===== config.mk =====
export PLATFORM = sky130hd
export DESIGN_NAME = ka_decode_dat_q
export DESIGN_NICKNAME = d
export VERILOG_FILES = /design/src/rtl/ka_decode_dat_q.sv
export SDC_FILE = /design/constraint.sdc
export NUM_CORES = 1
export LEC_CHECK = 0
export ABC_AREA = 1
export CAP_MARGIN = 10
export CORE_UTILIZATION = 30
export CTS_CLUSTER_DIAMETER = 80
export DETAILED_ROUTE_END_ITERATION = 12
export GPL_ROUTABILITY_DRIVEN = 0
export MAX_ROUTING_LAYER = met4
export PLACE_DENSITY = 0.48
export RECOVER_POWER = 50
export SLEW_MARGIN = 20
export SYNTH_ARGS = -nofsm -noshare
export SYNTH_HDL_FRONTEND = slang
export SYNTH_SLANG_ARGS = --single-unit

===== constraint.sdc =====
create_clock -name clk -period 2.96 [get_ports clk]
set_input_delay 0.592 -clock clk [delete_from_list [all_inputs] [get_ports clk]]
set_output_delay 0.592 -clock clk [all_outputs]
set_load 0.01 [all_outputs]

===== src/rtl/ka_decode_dat_q.sv =====
// Queued KA data decoder: buffers KA words in an in-order queue and routes each head word
// to the short-key or long-key consumer by its selector. Reserved selectors are dropped and flagged.
module ka_decode_dat_q #(
  parameter int SELW   = 4,
  parameter int SLICES = 2,
  parameter int BADDR  = 8,
  parameter int DEPTH  = 4,
  localparam int W     = SELW + SLICES * BADDR,
  localparam int LW    = $clog2(DEPTH) + 1
) (
  input  logic            clk,
  input  logic            reset_n,
  input  logic [W-1:0]    t_ka_dat,
  input  logic            t_ka_valid,
  output logic            t_ka_ready,
  output logic [W-1:0]    i_ka_dat,
  output logic [SELW-1:0] k_ctrl,
  output logic [SELW-1:0] i_k_sk_dat,
  output logic            i_k_sk_valid,
  input  logic            i_k_sk_ready,
  output logic [SELW-1:0] i_k_lk_dat,
  output logic            i_k_lk_valid,
  input  logic            i_k_lk_ready,
  output logic            drop_err,
  input  logic            err_clr,
  output logic [15:0]     sk_cnt,
  output logic [15:0]     lk_cnt,
  output logic [LW-1:0]   fifo_level
);

  localparam int PW = $clog2(DEPTH);

  logic [W-1:0]    mem_q [DEPTH];
  logic [PW-1:0]   wrPtr_q, wrPtr_d;
  logic [PW-1:0]   rdPtr_q, rdPtr_d;
  logic [LW-1:0]   level_q, level_d;
  logic [15:0]     skCnt_q, skCnt_d;
  logic [15:0]     lkCnt_q, lkCnt_d;
  logic            dropErr_q, dropErr_d;

  logic            empty, full;
  logic [W-1:0]    headWord;
  logic [SELW-1:0] headSel;
  logic            reserved, route;
  logic            skFire, lkFire, push, pop;

  assign empty    = (level_q == '0);
  assign full     = (level_q == LW'(DEPTH));
  assign headWord = mem_q[rdPtr_q];
  assign headSel  = headWord[W-1 -: SELW];
  assign route    = headSel[SELW-1];
  // A reserved head needs no consumer: it leaves the queue on its own.
  assign reserved = !empty && (headSel == '1);

  assign t_ka_ready   = !full && !reset_n;
  assign i_k_sk_valid = !empty && !reserved && !route;
  assign i_k_lk_valid = !empty && !reserved && route;

  assign skFire = i_k_sk_valid && i_k_sk_ready;
  assign lkFire = i_k_lk_valid && i_k_lk_ready;
  assign push   = t_ka_valid && t_ka_ready;
  assign pop    = skFire || lkFire || reserved;

  assign i_ka_dat   = empty ? '0 : headWord;
  assign k_ctrl     = empty ? '0 : headSel;
  assign i_k_sk_dat = empty ? '0 : headSel;
  assign i_k_lk_dat = empty ? '0 : headSel;
  assign drop_err   = dropErr_q;
  assign sk_cnt     = skCnt_q;
  assign lk_cnt     = lkCnt_q;
  assign fifo_level = level_q;

  always_comb begin
    wrPtr_d = push ? wrPtr_q + PW'(1) : wrPtr_q;
    rdPtr_d = pop  ? rdPtr_q + PW'(1) : rdPtr_q;
    level_d = level_q;
    case ({push, pop})
      2'b10:   level_d = level_q + LW'(1);
      2'b01:   level_d = level_q - LW'(1);
      default: level_d = level_q;
    endcase
    skCnt_d = (skFire && skCnt_q != 16'hFFFF) ? skCnt_q + 16'd1 : skCnt_q;
    lkCnt_d = (lkFire && lkCnt_q != 16'hFFFF) ? lkCnt_q + 16'd1 : lkCnt_q;
    // Setting wins over clearing so a drop in the clearing cycle is not lost.
    dropErr_d = dropErr_q;
    if (reserved)     dropErr_d = 1'b1;
    else if (err_clr) dropErr_d = 1'b0;
  end

  always_ff @(posedge clk) begin
    if (reset_n) begin
      wrPtr_q   <= '0;
      rdPtr_q   <= '0;
      level_q   <= '0;
      skCnt_q   <= '0;
      lkCnt_q   <= '0;
      dropErr_q <= 1'b0;
    end else begin
      wrPtr_q   <= wrPtr_d;
      rdPtr_q   <= rdPtr_d;
      level_q   <= level_d;
      skCnt_q   <= skCnt_d;
      lkCnt_q   <= lkCnt_d;
      dropErr_q <= dropErr_d;
    end
  end

  always_ff @(posedge clk) begin
    if (push) mem_q[wrPtr_q] <= t_ka_dat;
  end

endmodule


* Word level (Yosys, flattened, before mapping)
Memory sizes are Yosys's and may differ from the RTL's. A register that Yosys moved wholly into a read port is not among the register bits.
Cells that the tools add are included.
Widths: inputs -> output; s select.
** Operators by class
- $add $sub $neg :: 6
- Equality and inequality tests :: 6
- Mux-type cells :: 9
- Reductions and logical operators :: 20
** Operator list (count)
- $add 16x1->16 const B :: 2
- $ne 16x16->1 const B :: 2
- $mux 20 :: 1
- $logic_and 1x1->1 :: 10
- $pmux 3 s2 :: 1
- $logic_not 1->1 :: 5
- $add 2x1->2 const B :: 2
- $eq 4x4->1 const B :: 1
- $mux 1 :: 4
- $mux 2 :: 2
- $mux 4 :: 1
- $reduce_bool 2->1 :: 2
- $add 3x1->3 const B :: 1
- $eq 3x3->1 const B :: 1
- $logic_not 3->1 :: 1
- $sub 3x1->3 const B :: 1
- $eq 2x1->1 const B :: 1
- $eq 2x2->1 const B :: 1
- $logic_or 1x1->1 :: 2
** Storage, ports and cells
- Register bits :: 40
- Bits in writable memories :: 80
- Bits of input ports :: 26
- Output and inout port bits :: 71
- Memories :: 1
** Memory list
- mem_q :: depth 4, width 20, read ports 1, clocked after Yosys merged registers in 1, write ports 1, RTL line 33 : logic [W-1:0] mem_q [DEPTH];

* Logic depth before layout (Yosys ltp)
- Depth after elaboration :: 11
- Gate-level depth with buffers :: 16
- Gate-level depth less buffers :: 15

* Worst setup path after synthesis
Ideal clock, no wire load.
- Kind :: input -> register
- From :: in reset_n
- To :: mem mem_q[0][0] (netlist bit) (enable)
- Arrival time :: 2.001 ns
- Data required time :: 2.563 ns
- Setup slack :: 0.563 ns
- Stages :: 3
- Path buffers :: 0
- Cells stage by stage :: a31oi_1 nand2_1 nor2_1
** On the way
- Cells in the longest elaborated chain, start to end :: 5
** Ends and longest elaborated chain
- start, declared :: RTL line 12 : input logic reset_n,
- $logic_not 1->1 :: RTL line 55 : assign t_ka_ready = !full && !reset_n;
- $logic_and 1x1->1 :: RTL line 55
- $logic_and 1x1->1 :: RTL line 61 : assign push = t_ka_valid && t_ka_ready;
- $mux 1 :: RTL line 109 : if (push) mem_q[wrPtr_q] <= t_ka_dat;
- $mux 1 (implied by the code) :: RTL line 109
- end, declared :: RTL line 33
Every way passes these cells.

==> impl_metrics.env <==
export IMPL_rrSetupSlack_ns=0.37
export IMPL_synth_area_mux_share_pct=0
export IMPL_rsz0062_at_grt="no"
export IMPL_postLayoutCoreUtil_pct=40.30
export IMPL_worst_pin_slew_ns=0.9814
export IMPL_syn_avg_cell_area_um2=9.439
export IMPL_failed_checks="DRC"
export IMPL_maxSlewHeadroom_pct=34.57
export IMPL_drv_slew=0
export IMPL_cts_htree_levels=4
export IMPL_synth_area_um2=5569
export IMPL_cts_tree="built"
export IMPL_fin_skew_ns=0.008560
export IMPL_cp_start_kind="flop"
export IMPL_gr_usage_met3_pct=3.672
export IMPL_rows=49
export IMPL_grtUsageTotal_pct=15.23
export IMPL_cts_sinks=122
export IMPL_worst_setup_path_type="flop to output port"
export IMPL_die_h_um=138.3
export IMPL_cts_buffers_inserted=17
export IMPL_grt_max_degree=33
export IMPL_cts_clk_slew_worst_paths_ns=0.06
export IMPL_clock_path_buffers=2
export IMPL_wl_per_cell_um=14.65
export IMPL_drive_gt1_share_pct=9.156
export IMPL_syn_inst=590
export IMPL_diodes=0
export IMPL_min_path_type="flop to flop"
export IMPL_synth_simple_area_share_pct=20.20
export IMPL_syn2layout_area_growth_pct=30.87
export IMPL_place_area_um2=6749
export IMPL_timing_final_ws_setup_ns=0.1992
export IMPL_clockRootBuffer="clkbuf_16"
export IMPL_yosys_warnings=0
export IMPL_dp_hpwl_um=9269
export IMPL_drt_pass1_iterations=10
export IMPL_period_share_pct=93.27
export IMPL_fmax_mhz=362.2
export IMPL_synth_adder_area_share_pct=1.932
export IMPL_fp_dieArea_um2=19110
export IMPL_p_leak_nw=2.507
export IMPL_die_x_um=138.3
export IMPL_finalSetupViolCount=0
export IMPL_setup_tns_ns=0
export IMPL_final_hold_violation_count=0
export IMPL_ant_nets=0
export IMPL_grtUsageMet2_pct=24.70
export IMPL_synthXorXnorAreaFrac_pct=3.617
export IMPL_grt_use_met1_pct=18.31
export IMPL_post_cts_setup_buffers=0
export IMPL_wl_um=13600
export IMPL_cts_resized=2
export IMPL_syn_nets=624
export IMPL_cts_hold_fix_buffers=0
export IMPL_synth_top_family_by_area="simple AND/OR/NAND/NOR gates"
export IMPL_clock_latency_ns=0.41
export IMPL_seq_area_frac_synth_pct=58.23
export IMPL_cp_end_kind="output port"
export IMPL_vias=4300
export IMPL_start_util_pct=30.79
export IMPL_maxCapViolations=0
export IMPL_finalNetCount=721
export IMPL_grt_pass1_wl_um=21740
export IMPL_grt_pass1_vias=4260
export IMPL_viasPerCell=4.634
export IMPL_ir_drop_v=0.0004672
export IMPL_cp_arrival_ns=2.17
export IMPL_synth_cell_type_count=32
export IMPL_power_total_mw=5.424
export IMPL_synth_compound_area_share_pct=9.481
export IMPL_busiest_layer="met2"
export IMPL_gr_total_overflow=0
export IMPL_dp_slack_ns=0.2490
export IMPL_core_area_um2=18090
export IMPL_status="complete, but fails checks"
export IMPL_port_buffers=96
export IMPL_remaining_drc_errors=19
export IMPL_min_period_ns=2.761
export IMPL_stdcell_area_um2=7288
export IMPL_synth_seq_cells=122
export IMPL_cp_required_ns=2.37
export IMPL_antenna_found_initial=0
export IMPL_powerDensity_nw_per_um2=744.2
export IMPL_io_pins=97
export IMPL_critical_path_peak_fanout=32
export IMPL_drt_iter0_drc=179
## state kept, by name (all words and copies together), names as in the netlist, named ones only
| signal | flops |
|---|---|
| mem_q | 80 |
| lk_cnt | 16 |
| sk_cnt | 16 |
| fifo_level | 3 |
| rdPtr_q | 2 |
| wrPtr_q | 2 |
| drop_err | 1 |
## per-layer routing
layer / vias up / routed length [um]
met5: - / 0
met4: 0 / 145
met3: 14 / 560
met2: 105 / 6637
met1: 2028 / 6252
li1: 2153 / -
## worst max-delay path: stages (launching register included)
cell and delay [ns]:
dfxtp_4 0.39, inv_2 0.15, buf_6 0.25, o21ai_0 0.12, a21oi_1 0.26, clkdlybuf4s50_1 0.59
## worst paths after layout
| check | from | to | cells after the start |
|---|---|---|---|
| hold reg to reg | sk_cnt[15] | sk_cnt[15] | 2 |
| setup reg to reg | flop | fifo_level[2] | 14 |
| setup / recovery | flop | i_ka_dat[1] | 5 |
| hold / removal | sk_cnt[15] | sk_cnt[15] | 2 |
## cell families after synthesis
group / count (synthesis)
adders and majority gates: 8
buffers and inverters: 76
AOI/OAI and AO/OA: 97
DFF: 122
xor gates and xnor gates: 23
and+or+nand+nor: 264
## area by class of cell
class,instances,area (um^2)
clock buffer,17,425.4
sequential,122,3247
clock inverter,14,132.6
fill,1796,10800
timing repair buffer,113,1074
tap,229,286.5
multi-input combinational,392,1967
inverter,41,156.4
## power by group
group	internal (mW)	total [mW]	switching (mW)
sequential	1.91	1.98	0.0682
clock	1.22	1.93	0.713
combinational	0.675	1.51	0.838
## cell usage in the layout, fill, tap and decap left out, types with 4 or more instances in the layout
master           count
xnor2_1              8
clkbuf_16           17
nand2_1            106
clkbuf_1             8
clkdlybuf4s50_1     74
edfxtp_1            80
a21oi_2             11
inv_1               38
nand3_1             30
ha_1                 7
nand4_1              5
nor2_2               4
a21oi_1             44
xor2_1              15
dlygate4sd3_1       21
o21ai_0             40
nor2_1             101
clkinvlp_4           4
clkinv_2             6
dfxtp_1             41
buf_4                5
nor3_1              10
## per-stage QoR
step	instances	hold WS [ns]
floorplan	590	0.4866
global placement	897	0.5021
detailed placement	897	0.4995
CTS	928	0.5131
global route	928	0.5342
finish	928	0.5154
## Yosys cell counts
library cell  instances  share of area (%)
dfxtp_1              42                 15
a21oi_1              44                4.0
nand2_1             106                7.1
nor2_2                4               0.45
nor4_1                1               0.11
edfxtp_1             80                 43
nand2_4               1               0.20
a31oi_1               1               0.11
xnor2_1               8                1.3
o21ai_0              40                3.6
buf_2                 6               0.54
nand3_1              30                2.7
fa_1                  1               0.36
nand4_1               5               0.56
ha_1                  7                1.6
buf_8                 1               0.27
a21oi_2              11                1.7
inv_2                 3               0.20
nor2_8                1               0.36
nand4_2               1               0.22
buf_6                 1               0.20
o21ai_1               1              0.090
clkbuf_1             12               0.81
xor2_1               15                2.4
nor3_1               11               0.99
nor2_1              101                6.8
nand3_4               1               0.31
buf_1                 1              0.067
buf_4                14                1.9
inv_1                38                2.6
nor3b_2               1               0.22
and2_1                1               0.11
No activity file was read; power rests on OpenSTA's default activity.
